$ cat config.mk
export PLATFORM = sky130hd
export DESIGN_NAME = priority_encoder_drain
export DESIGN_NICKNAME = d
export VERILOG_FILES = /design/src/rtl/priority_pkg.sv /design/src/rtl/priority_encoder_core.sv /design/src/rtl/priority_encoder_drain.sv
export SDC_FILE = /design/constraint.sdc
export NUM_CORES = 1
export LEC_CHECK = 0
export BUFFER_PORTS_ARGS = -buffer_cell sky130_fd_sc_hd__clkbuf_2
export CAP_MARGIN = 20
export CORE_MARGIN = 2
export CORE_UTILIZATION = 35
export DETAILED_ROUTE_END_ITERATION = 10
export GPL_ROUTABILITY_DRIVEN = 0
export GPL_TIMING_DRIVEN = 0
export HOLD_SLACK_MARGIN = 0.05
export PLACE_DENSITY = 0.57
export RECOVER_POWER = 25
export SLEW_MARGIN = 40
export SYNTH_ARGS = -nofsm -noshare
export SYNTH_HDL_FRONTEND = slang
export SYNTH_SLANG_ARGS = --single-unit
$ cat constraint.sdc
create_clock -name clk -period 3.8 [get_ports clk]
set_input_delay 0.19 -clock clk [delete_from_list [all_inputs] [get_ports clk]]
set_output_delay 0.19 -clock clk [all_outputs]
set_load 0.02 [all_outputs]
$ cat src/rtl/priority_pkg.sv
// Shared state encoding and width helper for the priority encoder drain block.
package priority_pkg;

    typedef enum logic {
        IDLE = 1'b0,
        SCAN = 1'b1
    } state_t;

    function automatic int clog2(input int n);
        int r;
        r = 0;
        for (int i = 0; i < 31; i++) begin
            if ((1 << i) < n) r = i + 1;
        end
        return r;
    endfunction

endpackage

$ cat src/rtl/priority_encoder_core.sv
// Combinational N-to-log2(N) priority encoder, direction chosen by MSB_FIRST.
module priority_encoder_core
    import priority_pkg::*;
#(
    parameter int N = 8,
    parameter bit MSB_FIRST = 1'b1,
    localparam int W = clog2(N)
) (
    input  logic [N-1:0] vec,
    output logic [W-1:0] idx,
    output logic         any
);

    // Later matches overwrite earlier ones, so scan toward the winning end.
    always_comb begin
        idx = '0;
        any = |vec;
        if (MSB_FIRST) begin
            for (int i = 0; i < N; i++) begin
                if (vec[i]) idx = W'(i);
            end
        end else begin
            for (int i = N - 1; i >= 0; i--) begin
                if (vec[i]) idx = W'(i);
            end
        end
    end

endmodule

$ cat src/rtl/priority_encoder_drain.sv
// Live priority encoder plus a drain engine that emits every captured
// request index, one per handshake, in priority order.
module priority_encoder_drain
    import priority_pkg::*;
#(
    parameter int N = 8,
    parameter bit MSB_FIRST = 1'b1,
    localparam int W = clog2(N)
) (
    input  logic         clk,
    input  logic         rst,
    input  logic         en,
    input  logic [N-1:0] x,
    input  logic         load,
    input  logic         out_ready,
    output logic [W-1:0] y_live,
    output logic         live_valid,
    output logic [W-1:0] y,
    output logic         out_valid,
    output logic         busy,
    output logic         none,
    output logic [W:0]   count
);

    state_t       state_q, state_d;
    logic [N-1:0] pend_q, pend_d;
    logic [W:0]   count_q, count_d;
    logic         none_q, none_d;

    logic [W-1:0] live_idx, drain_idx;
    logic         live_any, drain_any;
    logic         xfer;
    logic [N-1:0] clr_mask;
    logic [N-1:0] pend_left;

    priority_encoder_core #(.N(N), .MSB_FIRST(MSB_FIRST)) u_live (
        .vec (x),
        .idx (live_idx),
        .any (live_any)
    );

    priority_encoder_core #(.N(N), .MSB_FIRST(MSB_FIRST)) u_drain (
        .vec (pend_q),
        .idx (drain_idx),
        .any (drain_any)
    );

    assign y_live     = en ? live_idx : '0;
    assign live_valid = en & live_any;
    assign y          = drain_idx;
    assign busy       = (state_q == SCAN);
    assign out_valid  = busy & en;
    assign none       = none_q;
    assign count      = count_q;

    assign xfer      = out_valid & out_ready & drain_any;
    assign clr_mask  = xfer ? (N'(1) << drain_idx) : '0;
    assign pend_left = pend_q & ~clr_mask;

    always_comb begin
        state_d = state_q;
        pend_d  = pend_q;
        count_d = count_q;
        none_d  = 1'b0;
        if (en) begin
            unique case (state_q)
                IDLE: begin
                    if (load) begin
                        if (|x) begin
                            pend_d  = x;
                            count_d = '0;
                            state_d = SCAN;
                        end else begin
                            none_d = 1'b1;
                        end
                    end
                end
                SCAN: begin
                    if (xfer) begin
                        pend_d  = pend_left;
                        count_d = count_q + (W+1)'(1);
                        if (pend_left == '0) state_d = IDLE;
                    end
                end
                default: state_d = IDLE;
            endcase
        end
    end

    always_ff @(posedge clk) begin
        if (rst) begin
            state_q <= IDLE;
            pend_q  <= '0;
            count_q <= '0;
            none_q  <= 1'b0;
        end else begin
            state_q <= state_d;
            pend_q  <= pend_d;
            count_q <= count_d;
            none_q  <= none_d;
        end
    end

endmodule

==> results.py <==
metrics = {
    "run_status": {
        "status": "complete, no violations",
    },
    "global_route": {
        "grt_util_all_layers_pct": 16.1,
        "grt_overflow_total": 0,
        "grt_pass1_vias": 765,
        "grt_pass1_wl_um": 3420,
        "met2_usage_pct": 23.8,
        "busiest_layer": "met2",
        "grt_max_degree": 11,
        "antenna_found_initial": 0,
        "use_met3_pct": 2.78,
        "met1_usage_pct": 23.1,
    },
    "final_layout": {
        "final_layout_size_suffix_gt1_share_pct": 24.6,
        "antenna_cells": 0,
        "nNetsFinal": 153,
        "area_delta_synth_final_pct": 22.5,
    },
    "die": {
        "num_rows": 17,
        "core_region_area_sq_um": 2280,
        "die-area_sq_um": 2880,
        "die-width_um": 53.7,
        "initial_core_util_pct": 37.9,
        "dieHeight_um": 53.7,
        "io_pins": 27,
    },
    "pwr": {
        "power.share.clock_pct": 30.1,
        "vdd.ir_drop.worst_v": 0.000188,
        "intPower_uw": 246,
        "p_sw_uw": 114,
        "leakage_uw": 0.000435,
        "power_density_nw_per_um2": 340,
        "swShare_pct": 31.6,
        "power_uw": 360,
        "pwr-share-comb_pct": 24.5,
        "seq_power_share_pct": 45.4,
    },
    "cts": {
        "clk_path_buf_depth": 2,
        "clock-sinks": 14,
        "ctsResizeCount": 0,
        "cts_buffers": 3,
        "hold_buffers": 0,
        "postCtsSetupBuffers": 0,
        "insertion_delay_ns": 0.28,
        "clkSlewWorstSetupHoldPaths_ns": 0.09,
        "cts_tree": "yes",
        "cts-htree-levels": 1,
        "root_buffer": "clkbuf_4",
    },
    "timing": {
        "rsz0062_at_grt": "false",
        "maxSlewHeadroom_pct": 70.8,
        "max_freq_mhz": 584,
        "finClkSkew_ns": 0.00115,
        "setup_tns_ns": 0,
        "period_minus_slack_ns": 1.71,
        "slew_viol_final": 0,
        "setup_viol": 0,
        "fin_crit_sh_pct": 45.1,
        "hold_viol": 0,
        "tightestPinTransition_ns": 0.434,
    },
    "yosys": {
        "syn_nets": 122,
        "ys_ff_latch": 14,
        "syn_area_sq_um": 863,
        "ys_types": 42,
        "yosys_warnings": 0,
        "syn_avg_cell_area_sq_um": 7.99,
        "syn_inst": 108,
        "ys_top_cells_by_area": "dfxtp_1 (32%), a21oi_1 (7.0%), nor2_1 (6.5%)",
        "yosysTopAreaCell": "dfxtp_1",
        "synthDominantCellAreaShare_pct": 32.5,
        "yosysSeqAreaShare_pct": 32.5,
    },
    "route": {
        "first_iter_violations": 15,
        "routed_wl_um": 2010,
        "drtPass1Iterations": 4,
        "routedWlPerCell_um": 12.1,
        "viasPerCell": 5.20,
        "remaining_drc_errors": 0,
        "final_antenna_net_count": 0,
        "route.vias.total": 863,
    },
    "worst_setup_path": {
        "worstPathMaxFanout": 6,
        "critical-path-slowest-cell": "dfxtp_1",
        "critPathArrivalTime_ns": 1.52,
        "criticalPathCategory": "register to primary output",
        "cp.required_ns": 3.61,
        "start_kind": "register",
        "path_cells": "nor2b_1 -> nor2_1 -> o31ai_1 -> clkbuf_2",
        "endpoint_kind": "primary output",
        "cpPeakStageDelay_ns": 0.43,
    },
    "flow_run": {
        "drv_cap": 0,
    },
    "placement": {
        "numPortBuffers": 26,
        "hpwl_um": 1590,
    },
    "worst_hold_path": {
        "hold_path_class": "input port to register",
    },
}
[stage by stage]
step	cell area [sq um]	hold slack, ns	worst slack [ns]	std cells	utilization (%)
after floorplan	863	0.316	2.14	108	-
after global placement	1030	0.432	2.16	162	45.2
after detailed placement	1030	0.430	2.14	162	45.2
after CTS	1060	0.142	2.08	166	46.8
after global routing	1060	0.141	1.89	166	46.5
final	1060	0.140	2.09	166	46.5
[power groups by stage]
stage	clock network (uW)	registers [uW]	logic, uW
after floorplan	0	167	58.0
after global placement	0	166	88.2
after detailed placement	0	167	89.2
after CTS	110	163	89.7
final	108	163	88.1
after global routing	120	164	99.1
[placed cells by master, fill, tap and decap left out, drive strengths merged, types with 2 or more instances in the layout]
cell type,count
clkbuf,31
nor2,17
dfxtp,14
a21oi,13
o21ai,10
nand2,8
inv,5
nor3,3
o21a,3
nor4,3
nor2b,2
o31ai,2
and2,2
xor2,2
nand3b,2
nand3,2
[cell usage after synthesis (all sizes together)]
cell type  number
o21bai          1
a31oi           1
and2            2
a21oi          13
a32o            1
mux2i           1
xnor2           1
nor3            3
o31a            1
or3             1
o2bb2ai         1
nand2b          1
o22ai           1
a22oi           1
and3            1
inv             5
dfxtp          14
nand2           8
nor4            3
ha              1
maj3            1
nor2           17
clkbuf          1
nand3b          2
xor2            2
o41a            1
or4             1
o21ai          10
or2             1
o31ai           2
a41oi           1
nor2b           2
buf             1
nand3           2
o21a            3
[layout make-up]
type / count / area [sq um]
fillers: 240 / 1220
multi-input cells: 87 / 549
flip-flops and latches: 14 / 280
repair buffers: 26 / 123
clock buffers: 4 / 36.3
well taps: 28 / 35.0
inverters: 5 / 18.8
plain buffers: 2 / 15.0
[layer usage]
metal	up-vias	wire [um]
met2	20	843
met1	385	1040
met3	4	104
met5	-	0
li1	454	-
met4	0	27
[state kept, by name (all words and copies together) (netlist names)]
register and flops:
none 1, busy 1, count 4, pend_q 8
[final timing paths]
check / startpoint / to / slack, ns / cells past startpoint
hold reg to reg: count[3] / count[3] / 0.49 / 2
setup / recovery: pend_q[1] / y[0] / 2.09 / 4
hold / removal: x[0] / pend_q[0] / 0.14 / 2
setup reg to reg: pend_q[6] / count[1] / 2.14 / 6
[logic make-up after synthesis]
family                     share of synthesized area, %
DFF                                                32.5
adders and majority gates                          2.61
and+or+nand+nor                                    29.3
AOI/OAI and AO/OA                                  27.5
muxes                                              1.16
xor gates and xnor gates                           3.04
buffers and inverters                              3.91
[worst max-delay path, delay by kind of cell, from the launching register on]
kind | cells | cell delay (ns)
AND/OR/NAND/NOR | 2 | 0.32
flip-flops | 1 | 0.43
AO/OA/AOI/OAI | 1 | 0.26
buffers and inverters | 1 | 0.23
(Power assumes the default switching activity.)
